$ cat config.mk
export PLATFORM = sky130hd
export DESIGN_NAME = dm_port_arbiter
export DESIGN_NICKNAME = d
export VERILOG_FILES = /design/src/rtl/dm_port_arbiter.sv
export SDC_FILE = /design/constraint.sdc
export NUM_CORES = 1
export LEC_CHECK = 0
export ABC_AREA = 1
export CORE_ASPECT_RATIO = 2
export CORE_MARGIN = 3
export CORE_UTILIZATION = 25
export DETAILED_ROUTE_END_ITERATION = 10
export GPL_ROUTABILITY_DRIVEN = 0
export SLEW_MARGIN = 20
export SYNTH_ARGS = -nofsm -noshare
export SYNTH_HDL_FRONTEND = slang
export SYNTH_SLANG_ARGS = --single-unit
$ cat constraint.sdc
create_clock -name clk -period 1.75 [get_ports clk]
set_input_delay 0.35 -clock clk [delete_from_list [all_inputs] [get_ports clk]]
set_output_delay 0.35 -clock clk [all_outputs]
set_load 0.02 [all_outputs]
$ cat src/rtl/dm_port_arbiter.sv
// dm_port_arbiter
// Shares the single data-memory port between the two FAM execution lanes.
// A lone request passes straight through with no added latency; two requests
// in the same cycle are issued in program order over two cycles, with a
// one-cycle pipeline stall raised during the first of them.
// Optional feature macro: DM_ARB_PERF_EN adds the arb_conflicts counter port.
module dm_port_arbiter #(
    parameter int unsigned ADDR_W = 32,
    parameter int unsigned DATA_W = 32
) (
    input  logic              clk,
    input  logic              rst,
    // lane 0
    input  logic              l0_rd,
    input  logic [3:0]        l0_wea,
    input  logic [ADDR_W-1:0] l0_addr,
    input  logic [DATA_W-1:0] l0_wdata,
    input  logic              l0_num,
    output logic [DATA_W-1:0] l0_rdata,
    // lane 1
    input  logic              l1_rd,
    input  logic [3:0]        l1_wea,
    input  logic [ADDR_W-1:0] l1_addr,
    input  logic [DATA_W-1:0] l1_wdata,
    input  logic              l1_num,
    output logic [DATA_W-1:0] l1_rdata,
    // data RAM
    output logic [ADDR_W-1:0] dm_addr,
    output logic [3:0]        dm_wea,
    output logic [DATA_W-1:0] dm_wdata,
    input  logic [DATA_W-1:0] dm_rdata,
    // pipeline stall
    output logic              arb_stop
`ifdef DM_ARB_PERF_EN
    ,
    output logic [31:0]       arb_conflicts
`endif
);

    typedef enum logic {
        IDLE,
        SECOND
    } state_t;

    state_t state_q, state_d;

    logic req0, req1, both_req;
    logic l1_older;

    // Shadow of the younger access, the word returned to the older lane,
    // and which lane is the younger one.
    logic [3:0]        sh_wea_q;
    logic [ADDR_W-1:0] sh_addr_q;
    logic [DATA_W-1:0] sh_wdata_q;
    logic [DATA_W-1:0] hold_q;
    logic              young_l1_q;

    logic [3:0]        sh_wea_d;
    logic [ADDR_W-1:0] sh_addr_d;
    logic [DATA_W-1:0] sh_wdata_d;
    logic [DATA_W-1:0] hold_d;
    logic              young_l1_d;

    logic              capture;

    assign req0     = l0_rd | (|l0_wea);
    assign req1     = l1_rd | (|l1_wea);
    assign both_req = req0 & req1;

    // Lane 1 is older only when it carries the lower tag; ties favour lane 0.
    assign l1_older = l0_num & ~l1_num;

    assign capture  = (state_q == IDLE) && both_req;

    // State register.
    always_ff @(posedge clk) begin
        if (rst) begin
            state_q <= IDLE;
        end else begin
            state_q <= state_d;
        end
    end

    // Next-state logic: a conflict costs exactly one extra cycle.
    always_comb begin
        state_d = state_q;
        unique case (state_q)
            IDLE:    if (both_req) state_d = SECOND;
            SECOND:  state_d = IDLE;
            default: state_d = IDLE;
        endcase
    end

    // Capture data for the second access: the younger lane's request and the older lane's word.
    // The RAM read has no enable, so the younger lane's rd flag needs no shadow copy.
    always_comb begin
        sh_wea_d   = sh_wea_q;
        sh_addr_d  = sh_addr_q;
        sh_wdata_d = sh_wdata_q;
        hold_d     = hold_q;
        young_l1_d = young_l1_q;
        if (capture) begin
            hold_d     = dm_rdata;
            young_l1_d = ~l1_older;
            if (l1_older) begin
                sh_wea_d   = l0_wea;
                sh_addr_d  = l0_addr;
                sh_wdata_d = l0_wdata;
            end else begin
                sh_wea_d   = l1_wea;
                sh_addr_d  = l1_addr;
                sh_wdata_d = l1_wdata;
            end
        end
    end

    // Shadow and hold registers.
    always_ff @(posedge clk) begin
        if (rst) begin
            sh_wea_q   <= '0;
            sh_addr_q  <= '0;
            sh_wdata_q <= '0;
            hold_q     <= '0;
            young_l1_q <= 1'b0;
        end else begin
            sh_wea_q   <= sh_wea_d;
            sh_addr_q  <= sh_addr_d;
            sh_wdata_q <= sh_wdata_d;
            hold_q     <= hold_d;
            young_l1_q <= young_l1_d;
        end
    end

    // Output logic: steer the RAM port and return data per state.
    // Outputs are held at zero while rst is high so an access pending in SECOND never reaches the RAM.
    always_comb begin
        dm_addr  = '0;
        dm_wea   = '0;
        dm_wdata = '0;
        l0_rdata = '0;
        l1_rdata = '0;
        arb_stop = 1'b0;
        if (!rst) begin
            unique case (state_q)
                IDLE: begin
                    if (both_req) begin
                        arb_stop = 1'b1;
                        if (l1_older) begin
                            dm_addr  = l1_addr;
                            dm_wea   = l1_wea;
                            dm_wdata = l1_wdata;
                            l1_rdata = dm_rdata;
                        end else begin
                            dm_addr  = l0_addr;
                            dm_wea   = l0_wea;
                            dm_wdata = l0_wdata;
                            l0_rdata = dm_rdata;
                        end
                    end else if (req0) begin
                        dm_addr  = l0_addr;
                        dm_wea   = l0_wea;
                        dm_wdata = l0_wdata;
                        l0_rdata = dm_rdata;
                    end else if (req1) begin
                        dm_addr  = l1_addr;
                        dm_wea   = l1_wea;
                        dm_wdata = l1_wdata;
                        l1_rdata = dm_rdata;
                    end
                end
                SECOND: begin
                    dm_addr  = sh_addr_q;
                    dm_wea   = sh_wea_q;
                    dm_wdata = sh_wdata_q;
                    if (young_l1_q) begin
                        l1_rdata = dm_rdata;
                        l0_rdata = hold_q;
                    end else begin
                        l0_rdata = dm_rdata;
                        l1_rdata = hold_q;
                    end
                end
                default: begin
                    dm_addr = '0;
                end
            endcase
        end
    end

`ifdef DM_ARB_PERF_EN
    logic [31:0] conflicts_q;

    // Count IDLE->SECOND transitions, saturating at all-ones.
    always_ff @(posedge clk) begin
        if (rst) begin
            conflicts_q <= '0;
        end else if (capture && (conflicts_q != '1)) begin
            conflicts_q <= conflicts_q + 32'd1;
        end
    end

    assign arb_conflicts = conflicts_q;
`endif

endmodule

==> run metrics <==
dpl ws -1.14 ns; P_int 0.00607 W; Primary FF master, synth dfxtp_1; CP Max Fanout 6; I/O Pins 307; CP max-delay cell buf_12; Crit. Startpoint l0_wea[0]; Die Span Y 292 µm; CTS tree yes; Stages on worst setup path 10; sw power 0.00389 W; via/cell ratio 4.94; Clock power frac 0.232; Leak 8.70 nW; outcome complete, but fails checks; drt drc 0; CP Buf/Inv Count 5; RR Endpoint hold_q[31]; initial DRC count 745; Critical path destination l1_rdata[30]; post-DR wirelength/cell 18.2 µm; layout cells sized above 1 0.308; fin nets 2,594; Seq/Total Area, Yosys 0.200; maximum number of pins on one net before global-route repair 102; post-synthesis cell count 1,991; Post-synth EDFFs 0; TritonCTS Sinks 102; Hold Crit Start rst; Worst VDD drop 447 µV; Max Cap Viol 0; GRT overflow 0; worst skew pair latency 0.38 ns; CTS Hold Bufs 0; Least-Margin Pin Slew 0.469 ns; Pins Over Slew Limit 0; synthesized area per cell 5.14 µm²; fmax 471 MHz; setup ws final -0.375 ns; die area 43,500 µm²; Cell Area, Synth 10,200 µm²; yosys warns 0; kind of cell adding the most delay to the critical path buffers and inverters; most area-consuming cells after synthesis nand2_1 20%, dfxtp_1 20%, a21oi_1 14%, nor2_1 10%, inv_1 9.8%; crit path DAT 1.77 ns; CTS Buf Count 9; FF-to-FF path depth 8; initial core utilization 0.254; period utilization 1.21; share of the synthesized area in the top cell type 0.203; sequential share of power 0.263; failing checks setup timing; Worst-path clk slew 0.08 ns; Final Critical Period 2.12 ns; commonest cells in the netlist 552 x nand2_1, 281 x a21oi_1, 274 x nor2_1; clock skew 0.0142 ns; vias in the first global route 14.4k; DR vias 14.6k; worst reg2reg path startpoint state_q; Yosys cell types 23; DR pass1 iterations 7; RSZ-0062 raised after global routing true; Comb pwr share 0.505; Routed Wire Length 53.8 mm; Overall Global Routing Usage 0.224; CORE AREA 40,300 µm²; flop-to-flop setup slack 0.07 ns; Synth Register Bits 102; Filler cells 4,106; crit end category output pin; chip width 149 µm; Crit Path Category primary input to output pin; port bufs 306; switch share 0.390; top-count cell post-synth nand2_1; Pwr Density 546 nW/µm²; CP cell instances buf_8 -> nor2_4 -> nand3_4 -> buf_6 -> buf_12 -> nand2_8 -> buf_12 -> nand3_2 -> a21oi_4 -> buf_6; Async S/R FF share, synth 0; Final Setup Violations 133; site row count 104; Post-DP HPWL 32.0 mm; first-pass GRT wire length 76.6 mm; Clk Tree Root Cell clkbuf_16; P&R area growth vs syn 78.2%; H-tree level count 3; Slew HR 0.684; setup TNS -36.22 ns; Req. time, crit path 1.40 ns; initial antenna violation count 3; ANT nets after route 0; Setup crit start kind primary input; CTS max path bufs 2; worst hold path class primary input to register; max incr delay on CP 0.18 ns; Synth area leader nand2_1; Mapped Nets 2,165; Fin. Hold Viols 0
-- worst min-delay path by stage --
stage,endpoint,slack [ns],depth (start not counted)
5_1_grt,sh_wea_q[1],0.44,3
3_5_place_dp,sh_addr_q[9],0.45,2
2_1_floorplan,sh_addr_q[10],0.44,2
3_3_place_gp,sh_addr_q[12],0.45,2
4_1_cts,sh_addr_q[30],0.42,3
6_report,sh_addr_q[28],0.43,3
-- cell families after synthesis --
kind of cell / after synthesis / share of synthesized area
AOI/OAI and AO/OA: 551 / 0.274
buffers and inverters: 429 / 0.180
and+or+nand+nor: 909 / 0.347
DFF: 102 / 0.200
-- what timing repair did --
item	CTS	global route
pin swaps	62	69
buffers inserted	41	11
endpoints found under the hold margin	0	0
resized for setup	954	208
endpoints found under the setup margin	234	234
cloned	25	15
-- state kept, by name (all words and copies together), names as in the netlist --
register,flops
state_q,1
hold_q,32
sh_wdata_q,32
sh_wea_q,4
sh_addr_q,32
young_l1_q,1
-- power by group through the flow --
stage / Combinational (W) / Sequential [W] / Clock, W
floorplan: 0.00226 / 0.00264 / 0
global placement: 0.00405 / 0.00267 / 0
detailed placement: 0.00410 / 0.00268 / 0
CTS: 0.00463 / 0.00261 / 0.00239
global route: 0.00542 / 0.00264 / 0.00246
finish: 0.00503 / 0.00262 / 0.00231
-- layout by cell type (no fill, tap or decap), drive strengths merged --
cell           instances
a21oi                292
clkbuf                24
inv                  269
nand4                  1
nand3                 78
dfxtp                102
clkinvlp               1
diode                  3
o21ai                259
bufinv                 2
nor2                 276
clkdlybuf4s50        159
dlymetal6s2s           1
bufbuf                 4
clkinv                 1
nand2                554
buf                  402
-- routing by layer --
metal	share of wire	GRT usage
met1	0.32	0.206
met2	0.56	0.446
met3	0.046	0.0269
met4	0.070	0.145
met5	0	0
-- cell type report --
type	count	area [µm²]	share of cell area
multi-input combinational	1460	7590	0.416
timing repair buffer	579	6570	0.361
sequential	102	2050	0.112
inverter	267	1020	0.0558
tap	530	663	0.0364
clock inverter	5	82.6	0.00453
antenna	3	7.51	0.000412
timing repair inverter	1	11.3	0.000618
clock buffer	11	233	0.0128
-- metrics by stage --
step	hold WS [ns]	cell area, µm²	instances	utilization	power [W]
global placement	0.447	15300	2851	0.380	0.00672
CTS	0.423	17100	2933	0.425	0.00964
global route	0.436	18200	2958	0.452	0.0105
floorplan	0.444	10600	1991	-	0.00490
finish	0.431	18200	2958	0.452	0.00995
detailed placement	0.453	15300	2851	0.380	0.00678
-- worst reg2reg max path: cells and delay by family, from the launching register on --
kind	cells	cell delay [ns]
buf+inv	5	0.79
flops	1	0.45
simple gates	2	0.19
compound gates	1	0.18
No activity file was read; power rests on OpenSTA's default activity.
